[src/rtl/mem_access_unit_pkg.sv]
// mem_access_unit shared types: memory-op and writeback records,
// access-size and FSM state enums, widths and a size helper.
package mem_access_unit_pkg;

  localparam int cXLEN       = 32;
  localparam int cRegSelBitW = 5;
  localparam int cByteEnW    = cXLEN / 8;

  typedef enum logic [2:0] {
    eByte  = 3'b000,
    eHalf  = 3'b001,
    eWord  = 3'b010,
    eByteU = 3'b100,
    eHalfU = 3'b101
  } tMemSize;

  typedef enum logic [1:0] {
    eIdle,
    eReq,
    eResp
  } tMemState;

  typedef struct packed {
    logic                   read;
    logic                   write;
    logic [cXLEN-1:0]       addr;
    logic [cXLEN-1:0]       data;
    logic [2:0]             opType;
    logic [cRegSelBitW-1:0] rdAddr;
  } tMemOp;

  typedef struct packed {
    logic                   dv;
    logic [cRegSelBitW-1:0] addr;
    logic [cXLEN-1:0]       data;
  } tRegOp;

  // 0 = byte, 1 = half, 2 = word; reserved codes act as word.
  function automatic logic [1:0] f_width(input logic [2:0] t);
    logic [1:0] w;
    case (t)
      eByte, eByteU: w = 2'd0;
      eHalf, eHalfU: w = 2'd1;
      default:       w = 2'd2;
    endcase
    return w;
  endfunction

endpackage

[src/rtl/mem_access_unit_if.sv]
// Data-memory bus between mem_access_unit (master) and memory (slave).
// Ports: oMemReq/oMemWe/oMemAddr/oMemBe/oMemWdata out, iMemGnt/iMemRvalid/iMemRdata in.
interface mem_access_unit_if;
  import mem_access_unit_pkg::*;

  logic                oMemReq;
  logic                oMemWe;
  logic [cXLEN-1:0]    oMemAddr;
  logic [cByteEnW-1:0] oMemBe;
  logic [cXLEN-1:0]    oMemWdata;
  logic                iMemGnt;
  logic                iMemRvalid;
  logic [cXLEN-1:0]    iMemRdata;

  modport master (
    output oMemReq, oMemWe, oMemAddr, oMemBe, oMemWdata,
    input  iMemGnt, iMemRvalid, iMemRdata
  );

  modport slave (
    input  oMemReq, oMemWe, oMemAddr, oMemBe, oMemWdata,
    output iMemGnt, iMemRvalid, iMemRdata
  );

endinterface

[src/rtl/mem_access_unit_align.sv]
// load_store_align: combinational byte-lane logic for the memory stage.
// In: i_op_type, i_off, i_st_data, i_ld_word. Out: o_be, o_wdata, o_ld_data.
module load_store_align
  import mem_access_unit_pkg::*;
(
  input  logic [2:0]          i_op_type,
  input  logic [1:0]          i_off,
  input  logic [cXLEN-1:0]    i_st_data,
  input  logic [cXLEN-1:0]    i_ld_word,
  output logic [cByteEnW-1:0] o_be,
  output logic [cXLEN-1:0]    o_wdata,
  output logic [cXLEN-1:0]    o_ld_data
);

  logic [1:0]       w_width;
  logic [3:0]       w_be_half;
  logic [cXLEN-1:0] w_rot;

  assign w_width = f_width(i_op_type);

  // Halfword lanes wrap inside the word at offset 3.
  always_comb begin
    w_be_half = 4'b0011;
    unique case (i_off)
      2'd0: w_be_half = 4'b0011;
      2'd1: w_be_half = 4'b0110;
      2'd2: w_be_half = 4'b1100;
      2'd3: w_be_half = 4'b1001;
    endcase
  end

  always_comb begin
    o_be    = 4'b1111;
    o_wdata = i_st_data;
    unique case (w_width)
      2'd0: begin
        o_be    = 4'b0001 << i_off;
        o_wdata = {4{i_st_data[7:0]}};
      end
      2'd1: begin
        o_be    = w_be_half;
        o_wdata = {2{i_st_data[15:0]}};
      end
      default: begin
        o_be    = 4'b1111;
        o_wdata = i_st_data;
      end
    endcase
  end

  // Rotate the selected lane down to bit 0.
  always_comb begin
    w_rot = i_ld_word;
    unique case (i_off)
      2'd0: w_rot = i_ld_word;
      2'd1: w_rot = {i_ld_word[7:0],  i_ld_word[31:8]};
      2'd2: w_rot = {i_ld_word[15:0], i_ld_word[31:16]};
      2'd3: w_rot = {i_ld_word[23:0], i_ld_word[31:24]};
    endcase
  end

  always_comb begin
    o_ld_data = i_ld_word;
    case (i_op_type)
      eByte:   o_ld_data = {{24{w_rot[7]}}, w_rot[7:0]};
      eHalf:   o_ld_data = {{16{w_rot[15]}}, w_rot[15:0]};
      eByteU:  o_ld_data = {24'd0, w_rot[7:0]};
      eHalfU:  o_ld_data = {16'd0, w_rot[15:0]};
      default: o_ld_data = i_ld_word;
    endcase
  end

endmodule

[src/rtl/mem_access_unit.sv]
// mem_access_unit: memory stage, single-outstanding bus, load extension.
// Ports: clk, rst, iValid, iMemOp, iRegOp, oStall, oRegOp, oMisalign, bus.
// Optional MEM_MISALIGN_TRAP_EN: trap misaligned half/word instead of issuing.
module mem_access_unit
  import mem_access_unit_pkg::*;
(
  input  logic                clk,
  input  logic                rst,
  input  logic                iValid,
  input  tMemOp               iMemOp,
  input  tRegOp               iRegOp,
  output logic                oStall,
  output tRegOp               oRegOp,
  output logic                oMisalign,
  mem_access_unit_if.master   bus
);

  tMemState            r_state;
  tMemState            w_next;
  tMemOp               r_op;
  tRegOp               r_reg_op;
  logic                w_is_mem;
  logic                w_idle;
  logic                w_misal;
  logic                w_wb;
  logic                w_req;
  logic [cByteEnW-1:0] w_be;
  logic [cXLEN-1:0]    w_wdata;
  logic [cXLEN-1:0]    w_ld_data;

  assign w_idle   = (r_state == eIdle);
  assign w_is_mem = iValid & (iMemOp.read | iMemOp.write);

`ifdef MEM_MISALIGN_TRAP_EN
  logic [1:0] w_width;
  logic       r_misalign;

  assign w_width = f_width(iMemOp.opType);
  assign w_misal = ((w_width == 2'd1) & iMemOp.addr[0]) |
                   ((w_width == 2'd2) & (iMemOp.addr[1:0] != 2'b00));

  always_ff @(posedge clk) begin
    if (rst) r_misalign <= 1'b0;
    else     r_misalign <= w_idle & w_is_mem & w_misal;
  end

  assign oMisalign = r_misalign;
`else
  assign w_misal   = 1'b0;
  assign oMisalign = 1'b0;
`endif

  load_store_align u_align (
    .i_op_type (r_op.opType),
    .i_off     (r_op.addr[1:0]),
    .i_st_data (r_op.data),
    .i_ld_word (bus.iMemRdata),
    .o_be      (w_be),
    .o_wdata   (w_wdata),
    .o_ld_data (w_ld_data)
  );

  always_comb begin
    w_next = r_state;
    w_wb   = 1'b0;
    unique case (r_state)
      eIdle: begin
        if (w_is_mem && !w_misal) w_next = eReq;
      end
      eReq: begin
        if (bus.iMemGnt) begin
          if (r_op.write) begin
            w_next = eIdle;
          end else if (bus.iMemRvalid) begin
            w_wb   = r_op.read;
            w_next = eIdle;
          end else begin
            w_next = eResp;
          end
        end
      end
      eResp: begin
        if (bus.iMemRvalid) begin
          w_wb   = 1'b1;
          w_next = eIdle;
        end
      end
      default: w_next = eIdle;
    endcase
  end

  always_ff @(posedge clk) begin
    if (rst) begin
      r_state  <= eIdle;
      r_op     <= '0;
      r_reg_op <= '0;
    end else begin
      r_state  <= w_next;
      r_reg_op <= '0;
      if (w_idle && iValid) begin
        if (!w_is_mem)     r_reg_op <= iRegOp;
        else if (!w_misal) r_op     <= iMemOp;
      end
      if (w_wb) begin
        r_reg_op <= '{dv:   (r_op.rdAddr != '0),
                      addr: r_op.rdAddr,
                      data: w_ld_data};
      end
    end
  end

  assign w_req         = (r_state == eReq);
  assign oStall        = !w_idle;
  assign oRegOp        = r_reg_op;
  assign bus.oMemReq   = w_req;
  assign bus.oMemWe    = w_req & r_op.write;
  assign bus.oMemAddr  = w_req ? {r_op.addr[cXLEN-1:2], 2'b00} : '0;
  assign bus.oMemBe    = w_req ? w_be : '0;
  assign bus.oMemWdata = w_req ? w_wdata : '0;

endmodule

[src/flat_wrapper.sv]
// flat-port wrapper written by rule: the top's interface ports become plain ports
module mem_access_unit_flat import mem_access_unit_pkg::*;
  (clk, rst, iValid, iMemOp, iRegOp, oStall, oRegOp, oMisalign, bus_oMemReq, bus_oMemWe, bus_oMemAddr, bus_oMemBe, bus_oMemWdata, bus_iMemGnt, bus_iMemRvalid, bus_iMemRdata);
  mem_access_unit_if bus_i ();
  input  logic clk;
  input  logic rst;
  input  logic iValid;
  input  tMemOp iMemOp;
  input  tRegOp iRegOp;
  output logic oStall;
  output tRegOp oRegOp;
  output logic oMisalign;
  output wire logic [$bits(bus_i.oMemReq)-1:0] bus_oMemReq;
  output wire logic [$bits(bus_i.oMemWe)-1:0] bus_oMemWe;
  output wire logic [$bits(bus_i.oMemAddr)-1:0] bus_oMemAddr;
  output wire logic [$bits(bus_i.oMemBe)-1:0] bus_oMemBe;
  output wire logic [$bits(bus_i.oMemWdata)-1:0] bus_oMemWdata;
  input wire logic [$bits(bus_i.iMemGnt)-1:0] bus_iMemGnt;
  input wire logic [$bits(bus_i.iMemRvalid)-1:0] bus_iMemRvalid;
  input wire logic [$bits(bus_i.iMemRdata)-1:0] bus_iMemRdata;
  assign bus_oMemReq = bus_i.oMemReq;
  assign bus_oMemWe = bus_i.oMemWe;
  assign bus_oMemAddr = bus_i.oMemAddr;
  assign bus_oMemBe = bus_i.oMemBe;
  assign bus_oMemWdata = bus_i.oMemWdata;
  assign bus_i.iMemGnt = bus_iMemGnt;
  assign bus_i.iMemRvalid = bus_iMemRvalid;
  assign bus_i.iMemRdata = bus_iMemRdata;
  mem_access_unit u_core (.clk(clk), .rst(rst), .iValid(iValid), .iMemOp(iMemOp), .iRegOp(iRegOp), .oStall(oStall), .oRegOp(oRegOp), .oMisalign(oMisalign), .bus(bus_i));
endmodule
[config.mk]
export PLATFORM = sky130hd
export DESIGN_NAME = mem_access_unit_flat
export DESIGN_NICKNAME = d
export VERILOG_FILES = /design/src/rtl/mem_access_unit_pkg.sv /design/src/rtl/mem_access_unit_if.sv /design/src/rtl/mem_access_unit_align.sv /design/src/rtl/mem_access_unit.sv /design/src/flat_wrapper.sv
export SDC_FILE = /design/constraint.sdc
export NUM_CORES = 1
export LEC_CHECK = 0
export ABC_AREA = 0
export BUFFER_PORTS_ARGS = -buffer_cell sky130_fd_sc_hd__buf_4
export CAP_MARGIN = 40
export CORE_MARGIN = 10
export CORE_UTILIZATION = 52
export DETAILED_ROUTE_END_ITERATION = 10
export PLACE_DENSITY = 0.85
export SYNTH_ARGS = -nofsm -noshare
export SYNTH_HDL_FRONTEND = slang
export SYNTH_HIERARCHICAL = 1
export SYNTH_SLANG_ARGS = --single-unit
[constraint.sdc]
create_clock -name clk -period 5.9 [get_ports clk]
set_input_delay 1.18 -clock clk [delete_from_list [all_inputs] [get_ports clk]]
set_output_delay 1.18 -clock clk [all_outputs]
set_load 0.1 [all_outputs]
# Word-level counts from Yosys, hierarchy flattened
# Cells that the tools add are included.
# totals
register_bits,114
input_bits,149
output_inout_bits,110
word_cells,60
# classes
eq_ne,12
shift,1
muxes,23
bitwise,3
n_reduce_logical,11
# ops
cell,count
one-hot mux 32 bit (4 select lines),1
2-to-1 mux 38 bit,3
2-to-1 mux 32 bit,2
one-hot mux 16 bit (4 select lines),1
one-hot mux 32 bit (2 select lines),1
one-hot mux 4 bit (4 select lines),1
2-to-1 mux 2 bit,5
one-hot mux 4 bit (2 select lines),1
"== test 2 x 1 -> 1 bit, second input constant",3
"== test 2 bit, second input constant",3
"== test 3 bit, second input constant",2
zero test 2 bit,3
one-hot mux 2 bit (3 select lines),1
nonzero test 5 bit,1
2-to-1 mux 1 bit,4
2-to-1 mux 4 bit,1
"!= test 2 bit, second input constant",2
one-hot mux 2 bit (2 select lines),1
OR reduction 2 bit,2
"left shift 1 x 2 -> 4 bit, first input constant",1
"== test 3 x 1 -> 1 bit, second input constant",1
zero test 3 bit,1
AND reduction 3 bit,1
AND 1 bit,2
other kinds (6),6

# Longest topological paths before layout
# depth
depth_word,6
mapped_depth,9
mapped_depth_nobuf,7

# By module
# The synthesis kept the hierarchy.
# by_module_without_submodules
mod,n_inst,cells_each,area_per_inst_um2,seq_area_each_um2
mem_access_unit,1,590,4971.0,2282.2
load_store_align,1,186,1214.9,0.0

# Worst setup path after synthesis
# OpenSTA, ideal clock, no wires.
# synth_timing
kind,register to output
startpoint,reg u_core.r_state[1]
endpoint,out bus_oMemWdata[10]
arrival_ns,2.541
required_ns,4.720
path_slack_ns,2.179
path_stages_with_launch,6
path_buffers,2
cell_sequence,dfxtp_1 -> inv_1 -> ha_1 -> clkbuf_1 -> clkbuf_1 -> and2_1
# synth_via
elab_chain_cells,2
# synth_rtl
element,line_no,text
start: declaration,mem_access_unit.sv:18,tMemState r_state;
start signal: assignment,mem_access_unit.sv:94,r_state <= eIdle;
start signal: assignment,mem_access_unit.sv:98,r_state <= w_next;
== test 2 x 1 -> 1 bit,mem_access_unit.sv:112,assign w_req = (r_state == eReq);
via bus_oMemReq,flat_wrapper.sv:13,output wire logic [$bits(bus_i.oMemReq)-1:0] bus_oMemReq;
2-to-1 mux 32 bit,mem_access_unit.sv:119,assign bus.oMemWdata = w_req ? w_wdata : '0;
end: declaration,flat_wrapper.sv:17,output wire logic [$bits(bus_i.oMemWdata)-1:0] bus_oMemWdata;
# The timed path passes the listed nets, and every way through them passes these cells.

# Final worst setup path
# layout_timing
startpoint,reg u_core/r_op[5] (netlist bit)
endpoint,out bus_oMemWdata[14]
# layout_via
elab_chain_cells,6
elab_cells_between_ends,11
classes_between,4 x eq/ne; 3 x mux; 4 x reduce/logical
# layout_rtl
element,line_no,text
start: declaration,mem_access_unit.sv:20,tMemOp r_op;
start signal: assignment,mem_access_unit.sv:102,else if (!w_misal) r_op <= iMemOp;
"== test 3 bit, or another cell as far along",mem_access_unit_pkg.sv:41,case (t)
OR reduction 2 bit,mem_access_unit_pkg.sv:41,
one-hot mux 2 bit (2 select lines) (*),mem_access_unit_pkg.sv:41,
== test 2 x 1 -> 1 bit / zero test 2 bit (equally long branches),mem_access_unit_align.sv:35,unique case (w_width)
one-hot mux 32 bit (2 select lines) (*),mem_access_unit_align.sv:35,
via u_core.w_wdata[14],mem_access_unit.sv:28,logic [cXLEN-1:0] w_wdata;
2-to-1 mux 32 bit (*),mem_access_unit.sv:119,
# The timed path passes the listed nets; every way through them passes the cells marked *.

==> impl_metrics.ini <==
[placed_design]
gp_congestion = 0.901
place_area_sq_mm = 0.00799
place_hpwl_um = 14900
portBuffers = 255

[sta]
slew_violations = 0
finalSetupViolCount = 0
worst_pin_slew_ps = 835
grt_setup_unrepaired = false
fmax_mhz = 279
finClkSkew_ps = 9.96
relSlewSlack = 0.443
min_period_ps = 3580
tns_ps = 0
period_share = 0.607
final-hold-violation-count = 0

[cts]
clock_path_buffers = 2
cts_tree = yes
cts_num_sinks = 114
ctsRootBufferMaster = clkbuf_16
cts_hold_buf = 0
cts_buffers = 17
htree_levels = 4
clk_latency_ps = 410
cts.clk_slew.worst_paths_ps = 60
post_cts_resized = 0
post-cts-setup-buffer-count = 0

[hold_path]
holdCritPathClass = flop to flop

[global_route]
grt_usage = 0.235
grt_overflow = 0
antenna_found_initial = 0
grt_max_degree = 101
grt_pass1_wl_um = 31400
first_global_vias = 5866

[yosys]
netlist_area_sq_mm = 0.00619
ys_seq_area_frac = 0.369
yosys.area.top_type = dfxtp_1
ys.flop_type = dfxtp_1
ys_ff_latch = 114
synthTopCellsByArea = dfxtp_1 (37%), nand2_1 (10%), a21oi_1 (8.1%)
yosysWarnings = 6
netlist.area_leader.share = 0.369
synth_cell_type_count = 42
syn_inst = 776
synthArstFlopShare = 0
avgSynthCellArea_sq_um = 7.97
synth_edf_count = 0

[layout]
syn_to_final_growth_pct = 38.8
final_area_sq_mm = 0.00858
final_core_util = 0.745
fillers = 911
fin_nets = 1141
seqCellArea_sq_mm = 0.00228
drive_above_1_share = 0.323
diodes = 0
multiInputGateArea_sq_mm = 0.00350

[critical_path]
end_kind = primary output
worst_ep_required_time_ps = 4720
startpoint_type = flop
cp_max_fo = 19
cp.arrival_ps = 2400
worstSetupPathType = flop to primary output

[floorplanning]
die_x_um = 129
floorplan.initialDensity = 0.537
die_y_um = 129
ios = 259
rows = 39
core-area_sq_mm = 0.0115
die_area_sq_mm = 0.0167

[pwr]
combPwrFrac = 0.227
power_leakage_nw = 4.04
power_density_mw_per_mm2 = 285
p_sw_uw = 802
swShare = 0.328
power.internal_mw = 1.64
clockPowerShare = 0.429
p_seq_frac = 0.344
peakVddDrop_uv = 142

[detailed_routing]
drtPass1Iterations = 7
ant_nets = 0
wl_um = 20600
route.detailed.drc = 0
wire_per_inst_um = 18.1
vias_per_cell = 5.39
drt_iter0_drc = 557
vias = 6148

[flow_run]
cap_violations = 0

[outcome]
status = complete, no violations
critical path, cell delays in order (launching register included):
cell and delay [ps]:
dfxtp_1 570, nor2_2 620, mux2_2 410, and2_1 160
buf_4 230
final cells by class:
class,instances,share of cell area
Timing Repair Buffer,262,0.232
Multi-Input combinational cell,580,0.408
Sequential cell,114,0.266
Clock buffer,17,0.0496
Clock inverter,15,0.0201
Tap cell,143,0.0208
Inverter,9,0.00394
metal layers:
| layer | part of all wire | global-route usage | wire [um] | vias up |
|---|---|---|---|---|
| met3 | 0.094 | 0.0816 | 1930 | 42 |
| met1 | 0.39 | 0.272 | 8100 | 2805 |
| met5 | 0 | 0 | 0 | - |
| li1 | - | - | - | 3017 |
| met2 | 0.49 | 0.393 | 10100 | 284 |
| met4 | 0.025 | 0.0856 | 518 | 0 |
final timing paths:
path | cells after the start | slack [ps] | to | from
worst max-delay path | 4 | 2320 | bus_oMemWdata[14] | u_core/r_op[5]$_SDFFE_PP0P_
worst min-delay path | 2 | 450 | u_core/r_op[64]$_SDFFE_PP0P_ | u_core/r_op[64]$_SDFFE_PP0P_
worst max register to register | 7 | 3450 | u_core/oRegOp[32]$_SDFF_PP0_ | u_core/r_state[1]$_SDFFE_PP0P_
worst min register to register | 2 | 450 | u_core/r_op[64]$_SDFFE_PP0P_ | u_core/r_op[64]$_SDFFE_PP0P_
cell families (layout without fill, tap and decap cells):
| logic type | count (synthesis) | count (layout) | synth area share |
|---|---|---|---|
| other cells | 1 | 3 | 0.000606 |
| mux | 63 | 63 | 0.105 |
| fa+ha+maj | 8 | 8 | 0.0162 |
| compound gates | 147 | 147 | 0.144 |
| simple gates | 359 | 359 | 0.296 |
| buf+inv | 84 | 303 | 0.0694 |
| flops | 114 | 114 | 0.369 |
flip-flops by register name, indices dropped and copies added, names as in the netlist:
name            cells
u_core/r_state      2
u_core/oRegOp      38
u_core/r_op        74
through the flow:
step	total power, mW	hold WS, ps	setup WS [ps]	instances
5_1_grt	2.53	468	2230	1140
4_1_cts	2.46	451	2290	1140
2_1_floorplan	1.24	432	2180	778
3_3_place_gp	1.40	437	2550	1106
6_report	2.45	448	2320	1140
3_5_place_dp	1.41	442	2730	1108
power by group through the flow:
stage | Combinational (mW) | Sequential (mW) | Clock, mW
finish | 0.555 | 0.842 | 1.05
global route | 0.597 | 0.847 | 1.09
CTS | 0.555 | 0.842 | 1.06
detailed placement | 0.551 | 0.858 | 0
global placement | 0.539 | 0.860 | 0
floorplan | 0.362 | 0.880 | 0
layout by cell type, fill, tap and decap left out, types with 10 or more instances in the layout:
master,netlist,layout
buf_4,14,260
mux2_2,17,17
mux2i_1,46,46
o21ai_0,10,10
nand2_1,173,173
a21oi_1,100,100
clkbuf_16,0,17
and2_1,67,67
nand3b_1,38,38
nor2_1,11,11
nand3_1,18,18
dfxtp_1,114,113
nand2b_1,41,41
cell usage after synthesis (2+ instances only):
cell type and instances:
o21bai_1 2, buf_2 19, buf_4 14, nor2_1 11
nand2b_1 41, nand3_1 18, a21oi_1 100, mux2_2 17
ha_1 8, a22o_1 2, clkbuf_1 36, a22oi_1 8
nand3b_1 38, inv_1 9, o21ai_0 10, dfxtp_1 114
a222oi_1 9, nor2b_1 2, nand2_1 173, o22a_1 7
and2_1 67, buf_6 5, mux2i_1 46, o211ai_2 2
(Power assumes the default switching activity.)
